==> src/rtl/tx_framer_mux.sv <==
// Transmit framer: wraps buffered packets in start/end characters and inserts
// periodic COM-led ordered sets between packets; idle symbols otherwise.
module tx_framer_mux #(
    parameter int unsigned DATA_W       = 8,
    parameter int unsigned LEN_W        = 4,
    parameter int unsigned SKP_INTERVAL = 16,
    parameter int unsigned OS_LEN       = 4
) (
    input  logic                clk,
    input  logic                reset,
    input  logic                pkt_req,
    input  logic [LEN_W-1:0]    pkt_len,
    output logic                pkt_ack,
    input  logic [DATA_W-1:0]   D_in,
    output logic                data_rd,
    input  logic [2*DATA_W-1:0] start_end,
    input  logic [DATA_W-1:0]   ordered_set,
    input  logic [DATA_W-1:0]   logical_COM,
    output logic [DATA_W-1:0]   D_out,
    output logic                valid,
    output logic                k_out,
    output logic                busy
);

    localparam int unsigned TMR_W = $clog2(SKP_INTERVAL);
    localparam int unsigned OS_W  = $clog2(OS_LEN);
    localparam logic [TMR_W-1:0] TMR_MAX  = TMR_W'(SKP_INTERVAL - 1);
    localparam logic [OS_W-1:0]  OS_START = OS_W'(OS_LEN - 1);

    typedef enum logic [1:0] {
        IDLE = 2'd0,
        OS   = 2'd1,
        DATA = 2'd2,
        ENDC = 2'd3
    } state_t;

    state_t             state;
    logic [TMR_W-1:0]   timer;
    logic [LEN_W-1:0]   len_cnt;
    logic [OS_W-1:0]    os_cnt;
    logic               skp_due;

    // Ordered-set insertion is due once the timer has saturated.
    assign skp_due = (timer == TMR_MAX);

    always_comb begin
        pkt_ack = 1'b0;
        data_rd = 1'b0;
        busy    = 1'b0;
        pkt_ack = (state == IDLE) && !skp_due && pkt_req;
        data_rd = (state == DATA);
        busy    = (state != IDLE);
    end

    always_ff @(posedge clk or posedge reset) begin
        if (reset) begin
            state   <= IDLE;
            timer   <= '0;
            len_cnt <= '0;
            os_cnt  <= '0;
            D_out   <= '0;
            valid   <= 1'b0;
            k_out   <= 1'b0;
        end else begin
            // Saturating timer; restarts on the edge that emits COM.
            if (state == IDLE && skp_due) begin
                timer <= '0;
            end else if (!skp_due) begin
                timer <= timer + TMR_W'(1);
            end

            case (state)
                IDLE: begin
                    if (skp_due) begin
                        D_out  <= logical_COM;
                        valid  <= 1'b0;
                        k_out  <= 1'b1;
                        os_cnt <= OS_START;
                        state  <= OS;
                    end else if (pkt_req) begin
                        D_out   <= start_end[DATA_W-1:0];
                        valid   <= 1'b0;
                        k_out   <= 1'b1;
                        len_cnt <= pkt_len;
                        state   <= (pkt_len != '0) ? DATA : ENDC;
                    end else begin
                        D_out <= '0;
                        valid <= 1'b0;
                        k_out <= 1'b0;
                    end
                end
                OS: begin
                    D_out  <= ordered_set;
                    valid  <= 1'b0;
                    k_out  <= 1'b1;
                    os_cnt <= os_cnt - OS_W'(1);
                    if (os_cnt == OS_W'(1)) begin
                        state <= IDLE;
                    end
                end
                DATA: begin
                    D_out   <= D_in;
                    valid   <= 1'b1;
                    k_out   <= 1'b0;
                    len_cnt <= len_cnt - LEN_W'(1);
                    if (len_cnt == LEN_W'(1)) begin
                        state <= ENDC;
                    end
                end
                ENDC: begin
                    D_out <= start_end[2*DATA_W-1:DATA_W];
                    valid <= 1'b0;
                    k_out <= 1'b1;
                    state <= IDLE;
                end
                default: begin
                    D_out <= '0;
                    valid <= 1'b0;
                    k_out <= 1'b0;
                    state <= IDLE;
                end
            endcase
        end
    end

endmodule

==> config.mk <==
export PLATFORM = sky130hd
export DESIGN_NAME = tx_framer_mux
export DESIGN_NICKNAME = d
export VERILOG_FILES = /design/src/rtl/tx_framer_mux.sv
export SDC_FILE = /design/constraint.sdc
export NUM_CORES = 1
export LEC_CHECK = 0
export CAP_MARGIN = 5
export CORE_MARGIN = 2
export CORE_UTILIZATION = 45
export CTS_BUF_LIST = sky130_fd_sc_hd__clkbuf_2 sky130_fd_sc_hd__clkbuf_4 sky130_fd_sc_hd__clkbuf_8
export CTS_CLUSTER_DIAMETER = 200
export DETAILED_ROUTE_END_ITERATION = 7
export GPL_ROUTABILITY_DRIVEN = 0
export PLACE_DENSITY = 0.88
export SLEW_MARGIN = 20
export SYNTH_ARGS = -nofsm -noshare
export SYNTH_HDL_FRONTEND = slang
export SYNTH_SLANG_ARGS = --single-unit
==> constraint.sdc <==
create_clock -name clk -period 4.63 [get_ports clk]
set_input_delay 0.463 -clock clk [delete_from_list [all_inputs] [get_ports clk]]
set_output_delay 0.463 -clock clk [all_outputs]
set_load 0.05 [all_outputs]
**Word level (Yosys, flattened, before mapping)**

Index checks and enable logic that the tools add are counted.

- Eq/ne operators: 13
- Mux-type cells: 20
- Add/sub/neg operators: 3
- Reduce and logical (&&, ||, !) cells: 14

Operators by type and width:

| cell | number |
|---|---|
| 8-bit case mux with 4 select lines | 1 |
| 4-bit 2-to-1 mux | 4 |
| 8-bit 2-to-1 mux | 2 |
| 2-bit 2-to-1 mux | 5 |
| 2-bit != test, second input constant | 4 |
| 2-bit case mux with 4 select lines | 1 |
| 4-bit case mux with 2 select lines | 1 |
| 3-bit AND reduction | 2 |
| 2-bit nonzero test | 3 |
| 4-bit by 1-bit adder with 4-bit output, second input constant | 1 |
| 2-bit by 1-bit == test with 1-bit output, second input constant | 2 |
| 2-bit == test, second input constant | 2 |
| 4-bit by 1-bit == test with 1-bit output, second input constant | 1 |
| 4-bit == test, second input constant | 1 |
| 2-bit by 1-bit != test with 1-bit output, second input constant | 2 |
| 2-bit case mux with 2 select lines | 1 |
| 4-bit nonzero test | 1 |
| 4-bit by 1-bit subtractor with 4-bit output, second input constant | 1 |
| 1-bit logical AND | 3 |
| 1-bit 2-to-1 mux | 3 |
| 3-bit != test, second input constant | 1 |
| 1-bit case mux with 3 select lines | 1 |
| 3-bit OR reduction | 1 |
| 2-bit logical NOT | 1 |
| 5 further kinds | 5 |

- Input port bits: 47
- Word-level logic and storage cells: 57
- Flip-flop bits (word level): 22
- Output and inout bits: 13

**Longest topological paths before layout**

Gate-level depths: netlist of run 1.

- Depth after elaboration: 5
- Gate-level depth with buffers: 6
- Mapped depth without buffers: 5

**Least setup slack after synthesis of run 1**

No wires, ideal clock.

- Kind: reg2out
- From: register timer[0]
- To: output port pkt_ack
- Buffers on the path: 1
- Arrival: 1250 ps
- Stages on the path, launching flop included: 5
- Data required time: 4167 ps
- Slack: 2917 ps
- Path through: dfrtp_1 -> ha_1 -> and3_1 -> buf_4 -> nor2_8

- Word-level cells in the longest chain between the ends: 4

Ends and longest elaborated chain:

| item | line | text |
|---|---|---|
| start: declaration | 38 | `logic [TMR_W-1:0] timer;` |
| start signal: assignment | 69 | `timer <= timer + TMR_W'(1);` |
| 4-bit == test | 44 | `assign skp_due = (timer == TMR_MAX);` |
| 1-bit logical NOT | n/a |  |
| 1-bit logical AND (2 in series) | 50 | `pkt_ack = (state == IDLE) && !skp_due && pkt_req;` |
| end: declaration | 13 | `output logic pkt_ack,` |

No other way between the ends.

**Worst setup path after layout of run 1**

- From: register state[1]
- To: output port pkt_ack

- Word-level cells in the longest chain between the ends: 3

Ends and longest elaborated chain:

| item | line | text |
|---|---|---|
| start: declaration | 37 | `state_t state;` |
| start signal: assignment | 85 | `state <= (pkt_len != '0) ? DATA : ENDC;` |
| 2-bit logical NOT | 50 |  |
| 1-bit logical AND (2 in series) | 50 |  |

No other way between the ends.

==> summary.txt, run 1 <==
Place
  • Detail Placement HPWL: 2830 um
  • Port bufs: 59

Clock tree
  • Root Driver: clkbuf_4
  • Post-CTS Hold Buffers: 0
  • Post-CTS sizing: 0
  • Clk pin slew, worst setup/hold paths: ~120 ps
  • Clock network latency to the later pin of the worst-skew pair: roughly 310 ps
  • Clk buf depth: 2
  • Number of post-CTS setup repair buffers: 0
  • Num CTS Buffers: 3
  • H-tree levels: 1
  • Sink Count: 22
  • CTS tree: yes

Routing
  • Detail Route Antenna Nets: 0
  • Post-DR vias/cell: around 5.6
  • Drt first pass iters: 4
  • DRC viols: 0
  • Wire per inst: 17.1 um
  • DR vias: around 1100
  • WL final: approximately 3400 um
  • Iteration-0 DRC count of the detailed router: 67

Synthesis
  • Synth top area cells: dfrtp_1 (45%), mux2i_1 (7.3%), a221o_1 (6.5%)
  • Async SR Flop Fraction: between 90% and 100%
  • Largest area contributor in the netlist: dfrtp_1
  • Synth top area share: about 45%
  • Compound-Gate Fraction of Synth Area: around 22%
  • Synthesized flop and latch total: 22
  • Mux share of post-synthesis cell area: 9.11%
  • Mapped Area: ~1200 um^2
  • Yosys cell types: 36
  • Syn. warnings: 0
  • Synth Area in Simple Gates: approximately 14%
  • Post-synthesis adder-cell area fraction: slightly above 4%
  • Xor/xnor share of the synthesized area: 0%
  • Largest family of logic cells by synthesized area: compound AO/OA/AOI/OAI gates
  • Syn avg cell area: ~11 um^2
  • EDFF count, synth: 0
  • Synthesized instance count: between 100 and 150
  • Ys flop type: dfrtp_1
  • Seq/Total Area, Yosys: ~45%
  • Syn_nets: about 160

Setup path
  • Worst path bufs/invs: 1
  • Crit-path cells: or3b_1, nor2_8, clkdlybuf4s50_1
  • Slowest cell delay on critical path: approximately 830 ps
  • Worst path top cell family by delay: buffers and inverters
  • Worst-path cell with the longest stage delay: clkdlybuf4s50_1
  • CP required: 4170 ps
  • Crit path kind: reg -> out
  • Setup crit end kind: output port
  • WP data arrival: 2610 ps
  • Critical Path Source Type: register
  • Critical path peak fanout: 17

Layout
  • Layout fillers: approximately 210
  • Post-Route Utilization: ~70%
  • Commonest non-fill, non-tap cell in the layout: clkdlybuf4s50_1
  • Layout Nets: approximately 220
  • Layout cells sized above 1: under 10%
  • Most frequent cells in the layout: clkdlybuf4s50_1 (59), dfrtp_1 (22), mux2i_1 (9)
  • Area growth from synthesis to layout: 49.7%
  • Ant. Diodes: 0

Die
  • Initial core utilization: between 40% and 50%
  • FP Rows: 19
  • IO Pins: 60
  • Die Y: approximately 56 um
  • Core ar.: around 2700 um^2
  • Full die area: 3180 um^2
  • Die width: approximately 56 um

Global routing
  • Vias in the first global route: around 1200
  • Global route overflow: 0
  • All-Layer GR Usage: between 20 and 25%
  • First-pass GRT wire length: ~5600 um
  • Initial antenna violation count: 0
  • Largest net degree at the start of global routing: 23

Power and ir drop
  • Final total power: 1.20 mW
  • Pleak: about 0.76 nW
  • PwrDens: 651 nW/um^2
  • Peak supply drop: ~0.46 mV

Timing
  • Fin Clk Skew: 4.48 ps
  • RSZ-0062 raised after global routing: no
  • Actual slew at the worst max-slew pin: approximately 800 ps
  • Final Setup Violations: 0
  • Final worst-path cycle share: between 60 and 70%
  • Setup TNS: 0 ps
  • Slew Limit Fails: 0
  • Endpoints failing hold: 0
  • Rel. slew slack: between 40% and 50%
  • Clock period minus worst slack: 3070 ps
  • Max Fclk: between 0.3 and 0.4 GHz

Job
  • Max Cap Viol: 0

Hold path
  • HP Class: reg -> reg

Run status
  • Outcome: finished, final reports clean
-- layer usage --
layer	vias up	track usage (%)	part of all wire, %
li1	547	-	-
met1	538	28.8	41
met2	40	41.2	53
met3	10	3.00	4.3
met4	0	6.46	2.1
met5	-	0	0
-- worst paths after layout --
| kind | end | cells after the start | slack (ps) | from |
|---|---|---|---|---|
| max in group asynchronous | len_cnt[3]$_DFFE_PP0P_ | 2 | 3530 | reset |
| min reg2reg | os_cnt[1]$_DFFE_PP0P_ | 1 | 510 | os_cnt[1]$_DFFE_PP0P_ |
| min | os_cnt[1]$_DFFE_PP0P_ | 1 | 510 | os_cnt[1]$_DFFE_PP0P_ |
| min in group asynchronous | state[0]$_DFFE_PP0P_ | 2 | 600 | reset |
| max reg2reg | D_out[5]$_DFF_PP0_ | 3 | 2850 | state[1]$_DFFE_PP0P_ |
| max | pkt_ack | 3 | 1560 | state[1]$_DFFE_PP0P_ |
-- stage by stage --
step	setup WS [ps]	hold WS (ps)	std cells	area, um^2
floorplan	2920	452	113	1240
global placement	1690	470	197	1810
CTS	1560	514	201	1850
detailed placement	1620	486	197	1810
global route	1440	540	201	1850
finish	1560	512	201	1850
-- kinds of logic after synthesis --
| group | count (synthesis) |
|---|---|
| flip-flops | 22 |
| buffers and inverters | 13 |
| multiplexers | 11 |
| adder cells (fa/ha/maj) | 4 |
| AND/OR/NAND/NOR | 27 |
| AO/OA/AOI/OAI | 36 |
-- synth_stat cells (3+ instances only) --
library cell / count
dfrtp_1: 22
mux2i_1: 9
a221o_1: 8
o2bb2ai_1: 8
a21oi_1: 6
inv_1: 5
nor2_1: 5
o21ai_0: 5
ha_1: 4
o211ai_1: 4
buf_6: 3
nand3_1: 3
nor4_1: 3
-- where the power goes --
group          total (mW)  switching, mW  internal [mW]
clock network       0.106         0.0577         0.0480
logic               0.717          0.423          0.294
registers           0.382         0.0946          0.288
total                1.20          0.575          0.629
-- worst reg2reg max path: stages, from the launching register on --
cell,delay (ps)
dfrtp_1,810
or3b_1,410
nor2_8,80
a221o_1,370
-- flip-flops by register name (all words and copies together) (netlist names) --
signal and cells:
D_out 8, k_out 1, len_cnt 4, os_cnt 2, state 2, timer 4
valid 1
-- cell type report --
class                           instances  area [um^2]  share of cell area, %
Tap cell                               31         38.8                   2.10
Clock buffer                            4         36.3                   1.96
Timing Repair Buffer                   59          591                   31.9
Inverter                                7         26.3                   1.42
Multi-Input combinational cell         78          608                   32.9
Sequential cell                        22          551                   29.7
Note: power is estimated with default switching activity, not from simulation.
==> run 2, diff against run 1 <==
--- a/config.mk
+++ b/config.mk
@@ -7,12 +7,12 @@
 export LEC_CHECK = 0
 export CAP_MARGIN = 5
 export CORE_MARGIN = 2
-export CORE_UTILIZATION = 45
+export CORE_UTILIZATION = 38
 export CTS_BUF_LIST = sky130_fd_sc_hd__clkbuf_2 sky130_fd_sc_hd__clkbuf_4 sky130_fd_sc_hd__clkbuf_8
 export CTS_CLUSTER_DIAMETER = 200
 export DETAILED_ROUTE_END_ITERATION = 7
 export GPL_ROUTABILITY_DRIVEN = 0
-export PLACE_DENSITY = 0.88
+export PLACE_DENSITY = 0.79
 export SLEW_MARGIN = 20
 export SYNTH_ARGS = -nofsm -noshare
 export SYNTH_HDL_FRONTEND = slang
==> constraint.sdc (replaced) <==
create_clock -name clk -period 2.6 [get_ports clk]
set_input_delay 0.26 -clock clk [delete_from_list [all_inputs] [get_ports clk]]
set_output_delay 0.26 -clock clk [all_outputs]
set_load 0.05 [all_outputs]
==> run 2 against run 1 <==
Effect of this change: combinational power up 81%; largest power group unchanged; sequential share of layout area down 0.78 points; first-iteration DRC count up 3.0%; setup slack worse by 1400 ps; flip-flop and latch count unchanged; sequential power up 70%; non-clock buffer count up 1; clock skew up 4.3 ps.
==> summary.txt, run 2 (same netlist as run 1, synthesis figures left out) <==
Run status
  • Outcome: finished, final reports clean

Setup path
  • WP data arrival: 2140 ps (-470 ps)
  • Crit path kind: reg -> out
  • Critical Path Source Type: register
  • Setup crit end kind: output port
  • Critical path peak fanout: 15 (-2)
  • CP required: 2340 ps (-1830 ps)

Die
  • Full die area: 3730 um^2 (+17%)
  • Die width: 61.0 um (+8.2%)
  • FP Rows: 20 (+1)
  • Initial core utilization: 40.2% (-5.9 points)
  • Die Y: 61.0 um (+8.2%)
  • Core ar.: 3080 um^2 (+15%)
  • IO Pins: 60 (unchanged)

Timing
  • Clock period minus worst slack: between 2000 and 2500 ps
  • Actual slew at the worst max-slew pin: 812 ps (-6.79 ps)
  • Slew Limit Fails: 0 (unchanged)
  • Max Fclk: about 0.42 GHz
  • Fin Clk Skew: 8.79 ps (+4.31 ps)
  • RSZ-0062 raised after global routing: no
  • Fin worst setup slack: 202 ps (-1360 ps)
  • Hold Slack: 396 ps (-117 ps)
  • Rel. slew slack: 45.8% (+0.45 points)
  • Setup TNS: 0 ps (unchanged)
  • Final Setup Violations: 0 (unchanged)
  • Endpoints failing hold: 0 (unchanged)
  • Final worst-path cycle share: between 90% and 100%

Clock tree
  • Post-CTS sizing: 0 (unchanged)
  • Clock network latency to the later pin of the worst-skew pair: 310 ps (about the same)
  • CTS tree: yes
  • Clk buf depth: 2 (unchanged)
  • Post-CTS Hold Buffers: 0 (unchanged)
  • Clk pin slew, worst setup/hold paths: 130 ps (about the same)
  • Num CTS Buffers: 3 (unchanged)
  • H-tree levels: 1 (unchanged)
  • Root Driver: clkbuf_4
  • Number of post-CTS setup repair buffers: 0 (unchanged)
  • Sink Count: 22 (unchanged)

Job
  • Max Cap Viol: 0 (unchanged)

Layout
  • Layout Nets: 223 (+0.45%)
  • Commonest non-fill, non-tap cell in the layout: clkdlybuf4s50_1
  • Layout fillers: 247 (+19%)
  • Post-route cell area: 1900 um^2 (+2.7%)
  • Ant. Diodes: 0 (unchanged)
  • Most frequent cells in the layout: clkdlybuf4s50_1 (58), dfrtp_1 (22), mux2i_1 (9)
  • Max reg flops: 8 (unchanged)
  • Biggest regs: D_out x8, len_cnt x4, timer x4
  • Most flop-heavy register: D_out
  • Area growth from synthesis to layout: 53.7%
  • Layout cells sized above 1: 6.43% (+1.1 points)

Routing
  • DR vias: 1167 (+2.8%)
  • Drt first pass iters: 4 (unchanged)
  • DRC viols: 0 (unchanged)
  • Iteration-0 DRC count of the detailed router: 69 (+3.0%)
  • Detail Route Antenna Nets: 0 (unchanged)
  • WL final: 3320 um (-3.5%)
  • Post-DR vias/cell: 5.43 (-3.9%)
  • Wire per inst: 15.5 um (-9.8%)

Hold path
  • HP Class: in -> async

Global routing
  • Vias in the first global route: 1121 (-6.7%)
  • Largest net degree at the start of global routing: 23 (unchanged)
  • Initial antenna violation count: 0 (unchanged)
  • All-Layer GR Usage: 18.4% (-4.5 points)
  • First-pass GRT wire length: 5120 um (-9.3%)
  • Global route overflow: 0 (unchanged)

Place
  • Detail Placement HPWL: 2690 um (-4.9%)
  • Placed Area: 1850 um^2 (+1.9%)
  • Dpl ws: 595 ps (-1030 ps)
  • Port bufs: 59 (unchanged)

Power and ir drop
  • Final total power: 2.22 mW (+84%)
  • Peak supply drop: 0.549 mV (+19%)
  • PwrDens: 1170 nW/um^2 (+79%)
  • Pleak: 0.775 nW (+2.2%)
[run 2: changes by cell type in the layout (fill, tap and decap cells not counted), sizes merged]
| cell | previous run | this run |
|---|---|---|
| buf | 0 | 2 |
| bufinv | 0 | 1 |
| clkbuf | 4 | 3 |
| clkdlybuf4s50 | 59 | 58 |
[run 2: through the flow]
| step | utilization, % | cells |
|---|---|---|
| 6_report | 61.7 | 215 |
| 4_1_cts | 61.7 | 215 |
| 3_5_place_dp | 60.0 | 211 |
| 3_3_place_gp | 60.0 | 211 |
| 2_1_floorplan | - | 113 |
| 5_1_grt | 61.7 | 215 |
[run 2: path summary, 6_finish.rpt]
check	end	slack [ps]	from	cells past startpoint
hold / removal	D_out[4]$_DFF_PP0_	400	reset	2
hold reg to reg	os_cnt[1]$_DFFE_PP0P_	500	os_cnt[1]$_DFFE_PP0P_	1
min in group clk	os_cnt[1]$_DFFE_PP0P_	500	os_cnt[1]$_DFFE_PP0P_	1
setup / recovery	data_rd	200	state[1]$_DFFE_PP0P_	3
max in group asynchronous	state[1]$_DFFE_PP0P_	1700	reset	2
setup reg to reg	timer[1]$_DFFE_PP0P_	800	timer[0]$_DFFE_PP0P_	4
[run 2: per-layer routing]
metal  GRT usage, %  wire length (um)  up-vias
li1               -                 -      549
met1           22.0              1250      555
met2           33.4              1800       55
met3           3.99               213        8
met4           4.66                55        0
met5              0                 0        -
[run 2: power breakdown]
part,total (mW),internal (mW),switching (mW)
logic,1.30,0.540,0.760
registers,0.651,0.512,0.140
clock network,0.265,0.156,0.109
total,2.22,1.21,1.01
[run 2: critical path, stage by stage (launching register included)]
cell and delay, ps:
dfrtp_1 630, nand2b_4 130, inv_2 220, clkdlybuf4s50_1 850
[run 2: area by class of cell]
cell class | count | area [um^2] | area share, %
multi-input combinational | 78 | 608 | 32.0
timing repair buffer | 60 | 608 | 32.0
sequential | 22 | 551 | 29.0
tap | 44 | 55.1 | 2.90
clock inverter | 1 | 30.0 | 1.58
inverter | 7 | 26.3 | 1.38
clock buffer | 3 | 22.5 | 1.18
==> variant 1: new RTL, config.mk and constraints of run 2 <==
Re-encode `state_t` (4 states) as one-hot, 4 bits wide.
--- a/src/rtl/tx_framer_mux.sv
+++ b/src/rtl/tx_framer_mux.sv
@@ -27,11 +27,11 @@
     localparam logic [TMR_W-1:0] TMR_MAX  = TMR_W'(SKP_INTERVAL - 1);
     localparam logic [OS_W-1:0]  OS_START = OS_W'(OS_LEN - 1);
 
-    typedef enum logic [1:0] {
-        IDLE = 2'd0,
-        OS   = 2'd1,
-        DATA = 2'd2,
-        ENDC = 2'd3
+    typedef enum logic [3:0] {
+        IDLE = 4'b0001,
+        OS   = 4'b0010,
+        DATA = 4'b0100,
+        ENDC = 4'b1000
     } state_t;
 
     state_t             state;
Function: same outputs for any inputs over 10 cycles, from zero or initial values and one cycle with reset high; not proved beyond that.
==> variant 1 against run 2 <==
- total power down 9.1%
- sequential cell count is 2 higher
- worst setup slack gained 320 ps
- sequential share of layout area up 1.4 points
- register-to-register slack lost 30 ps
- critical path type unchanged
- design area up 4.1%
- wire length is 6.5% higher
- synthesized cell count is 8.8% higher
- area after synthesis rose by 5.5%
==> variant 1: results (changes against run 2) <==
.. list-table::
   :header-rows: 1

   * - Metric
     - Value
   * - DRC marker count from the first detailed-route iteration
     - 121 (+75%)
   * - Share of the clock period used by the worst path
     - 80.1% (-12 points)
   * - Total length of routed wires
     - 3540 um (+6.5%)
   * - Total of fill cells in the finished design
     - 297 (+20%)
   * - Adder-cell area share of the yosys netlist
     - 3.84% (-0.21 points)
   * - Mapped Nets
     - 174 (+6.1%)
   * - Number of global-route vias before repair
     - 1205 (+7.5%)
   * - Post-detailed-placement half-perimeter wirelength
     - 2770 um (+3.0%)
   * - Final worst hold slack
     - 414 ps (+18.1 ps)
   * - Share of the synthesized area in compound gates (AO/OA/AOI/OAI)
     - 21.8% (-0.28 points)
   * - Crit-path max FO
     - 7 (-8)
   * - Gate Count Post-Synth
     - 123 (+8.8%)
   * - Register-to-Register Setup Slack
     - 770 ps (-30 ps)
   * - Via count
     - 1250 (+7.1%)
   * - Share of the synthesized netlist area taken by xor and xnor gates
     - 0.672% (+0.67 points)
   * - Multiplexer share of the synthesized area
     - 1.63% (-7.5 points)
   * - Fraction of final layout cells with drive strength greater than 1
     - 10.4% (+3.9 points)
   * - Largest net degree at the start of global routing
     - 25 (+8.7%)
   * - Static power due to leakage
     - 0.000843 uW (+8.8%)
   * - Routed length per instance
     - 15.5 um (about the same)
   * - Met2 usage in global routing
     - 32.1% (-1.3 points)
   * - Capturing element of the worst setup path
     - pkt_ack
   * - Total global routing track utilization
     - 18.2% (-0.21 points)
   * - Layout net count
     - 235 (+5.4%)
   * - Largest delay contributor family on the critical path
     - flip-flops
   * - Final setup skew
     - 8.76 ps (-0.0399 ps)
   * - Met1 WL
     - 1470 um (+17%)
   * - Top area cells in the synthesized netlist
     - dfrtp_1 (44%), a222oi_1 (6.1%), o211ai_1 (4.6%)
   * - Number of cells in the design after placement
     - 225 (+6.6%)
   * - Cell variety after synth
     - 41 (+14%)
   * - Slowest stage delay, CP
     - 600 ps (-250 ps)
   * - GRT met1 Usage
     - 22.9% (+0.94 points)
   * - Outcome
     - complete, no violations
   * - Post-place setup slack
     - 785 ps (+190 ps)
   * - Top cells by instance count after synthesis
     - dfrtp_1 (23), inv_1 (15), nand3_1 (11), a222oi_1 (8), o211ai_1 (8)
   * - Register area share after synthesis
     - 46.2% (+1.6 points)
   * - Global-route wire length before repair
     - 5720 um (+12%)
   * - Reg-to-reg critical path startpoint
     - state[0]$_DFFE_PP1P_
   * - Global routing usage on met3
     - 2.16% (-1.8 points)
   * - Routed wire length on met2
     - 1880 um (+4.2%)
   * - Met3 Routed Length
     - 138 um (-35%)
[variant 1: changes by cell type after synthesis, moves of 3 or more]
cell              run 2  this run
a221o_1               8         0
mux2i_1               9         1
o21ai_0               5         2
o211ai_1              4         8
clkbuf_1              0         3
nand3_1               3        11
a222oi_1              0         8
o2bb2ai_1             8         0
buf_6                 3         0
inv_1                 5        15
[variant 1: cell type report]
| cell class | count | share of cell area [%] |
|---|---|---|
| inverters | 16 | 3.29 |
| repair buffers | 62 | 31.2 |
| flip-flops and latches | 24 | 30.4 |
| multi-input cells | 77 | 30.3 |
| clock buffers | 4 | 1.83 |
| well taps | 46 | 2.91 |
[variant 1: power by group through the flow]
stage	Clock [uW]	Sequential [uW]	Combinational, uW
floorplan	0	871	562
global placement	0	659	1130
detailed placement	0	667	1160
CTS	208	659	1160
global route	224	685	1230
finish	202	660	1150
==> variant 2: new RTL, settings of run 2 <==
Made on the original files. The parameter `LEN_W` goes from 4 to 8.
--- a/src/rtl/tx_framer_mux.sv
+++ b/src/rtl/tx_framer_mux.sv
@@ -2,7 +2,7 @@
 // periodic COM-led ordered sets between packets; idle symbols otherwise.
 module tx_framer_mux #(
     parameter int unsigned DATA_W       = 8,
-    parameter int unsigned LEN_W        = 4,
+    parameter int unsigned LEN_W        = 8,
     parameter int unsigned SKP_INTERVAL = 16,
     parameter int unsigned OS_LEN       = 4
 ) (
Ports: changed (resized pkt_len); port bits go from 60 to 64. No check against the original RTL was run, so the function may have changed too.
==> variant 2 against run 2 <==
- via count up 23%
- total power decreased by 2.6%
- sequential power is 9.5% higher
- highest routed layer unchanged
- hold slack worse by 59 ps
- wire length grew 19%
- largest cell class unchanged
- design area is 17% higher
- worst setup slack improved by 210 ps
- area after synthesis up 19%
- first-iteration DRC count is 16% higher
- sequential cell count is 4 higher
==> variant 2: results (changes against run 2) <==
.. list-table::
   :header-rows: 1

   * - Metric
     - Value
   * - Outcome
     - complete, no violations
   * - Crit-path max FO
     - 16 (+1)
   * - Gate Count Post-Synth
     - 157 (+39%)
   * - Data arrival time of the worst path
     - 1930 ps (-210 ps)
   * - CTS Buf Count
     - 3 (unchanged)
   * - Layout net count
     - 273 (+22%)
   * - Post-CTS resize count
     - 0 (unchanged)
   * - Cell with the largest stage delay on the worst path
     - dfrtp_1
   * - Slowest stage delay, CP
     - 570 ps (-280 ps)
   * - Total global routing track utilization
     - 18.8% (+0.40 points)
   * - Worst slew pin tran
     - 519 ps (-292 ps)
   * - Fraction of final layout cells with drive strength greater than 1
     - 6.91% (+0.48 points)
   * - Largest net degree at the start of global routing
     - 27 (+17%)
   * - Cell variety after synth
     - 36 (unchanged)
   * - Worst VDD drop
     - 460 uV (-16%)
   * - Number of warnings printed during yosys synthesis
     - 0 (unchanged)
   * - RR Endpoint
     - len_cnt[5]$_DFFE_PP0P_
   * - Number of cells in the design after placement
     - 261 (+24%)
   * - Global-route wire length before repair
     - 6370 um (+24%)
   * - Count of port buffers added during placement
     - 63 (+6.8%)
   * - Clock input transition at the sequential cells of the worst setup and hold paths
     - 100 ps (-30 ps)
   * - Mapped Nets
     - 212 (+29%)
   * - Internal power summed over all cells
     - 1260 uW (+4.2%)
   * - R2r worst-path depth
     - 6 (+2)
   * - Worst Slack Setup Final
     - 410 ps (+208 ps)
   * - Clock latency on the worst-skew pair
     - 270 ps (-40 ps)
   * - Top cells by instance count after synthesis
     - dfrtp_1 (26), a21oi_1 (24), nor2_1 (11), nand2_1 (9), o21ai_0 (9)
   * - Final setup skew
     - 7.39 ps (-1.41 ps)
   * - Root buffer cell
     - clkbuf_8
   * - Largest registers
     - D_out: 8 flops, len_cnt: 8 flops, timer: 4 flops
   * - Register-to-Register Setup Slack
     - 670 ps (-130 ps)
   * - Via count
     - 1434 (+23%)
   * - Routed length per instance
     - 14.9 um (-3.6%)
   * - Number of vias per cell
     - 5.41 (-0.31%)
   * - Static power due to leakage
     - 0.000908 uW (+17%)
   * - Total of fill cells in the finished design
     - 334 (+35%)
   * - H-tree depth reported by CTS
     - 1 (unchanged)
   * - DRC marker count from the first detailed-route iteration
     - 80 (+16%)
   * - Register area share after synthesis
     - 44.2% (-0.35 points)
   * - Number of global-route vias before repair
     - 1321 (+18%)
   * - Capturing element of the worst setup path
     - data_rd
   * - Post-detailed-placement half-perimeter wirelength
     - 2940 um (+9.5%)
   * - Cell Area, Placed
     - 0.00215 mm2 (+16%)
   * - Top area cells in the synthesized netlist
     - dfrtp_1 (44%), a21oi_1 (8.2%), a221o_1 (5.4%)
   * - Post-place setup slack
     - 658 ps (+63.6 ps)
## variant 2: power by group through the flow
stage / Combinational, uW / Sequential (uW) / Clock [uW]
after CTS: 1120 / 711 / 345
after detailed placement: 1110 / 716 / 0
final: 1110 / 713 / 337
after global routing: 1220 / 740 / 370
after global placement: 1090 / 710 / 0
after floorplan: 600 / 876 / 0
## variant 2: critical path: cells and delay by family, from the launching register on
family,cells,cell delay [ps]
buffers and inverters,3,780
DFF,1,570
and+or+nand+nor,1,310
## variant 2: routing by layer
layer	global-route usage [%]	wire length (um)
met1	26.3	1700
met2	30.1	1940
met3	2.56	269
met4	5.61	33
met5	0	0
## variant 2: metrics by stage
step / utilization, % / power [uW] / hold WS (ps)
after floorplan: - / 1480 / 300
after global placement: 58.3 / 1800 / 483
after detailed placement: 58.3 / 1830 / 486
after CTS: 60.3 / 2170 / 348
after global routing: 60.3 / 2330 / 387
final: 60.3 / 2160 / 337
## variant 2: final cells by class
cell class                      count  area share, %
Clock buffer                        3           1.86
Clock inverter                      1           1.35
Timing Repair Buffer               66           30.2
Inverter                            7           1.74
Sequential cell                    26           29.3
Tap cell                           48           2.70
Multi-Input combinational cell    114           32.9
## variant 2: cell families after synthesis
family | Yosys count | share of synthesized area (%)
adders and majority gates | 4 | 3.40
muxes | 9 | 6.20
and+or+nand+nor | 44 | 15.0
buffers and inverters | 17 | 6.12
AOI/OAI and AO/OA | 57 | 25.1
DFF | 26 | 44.2
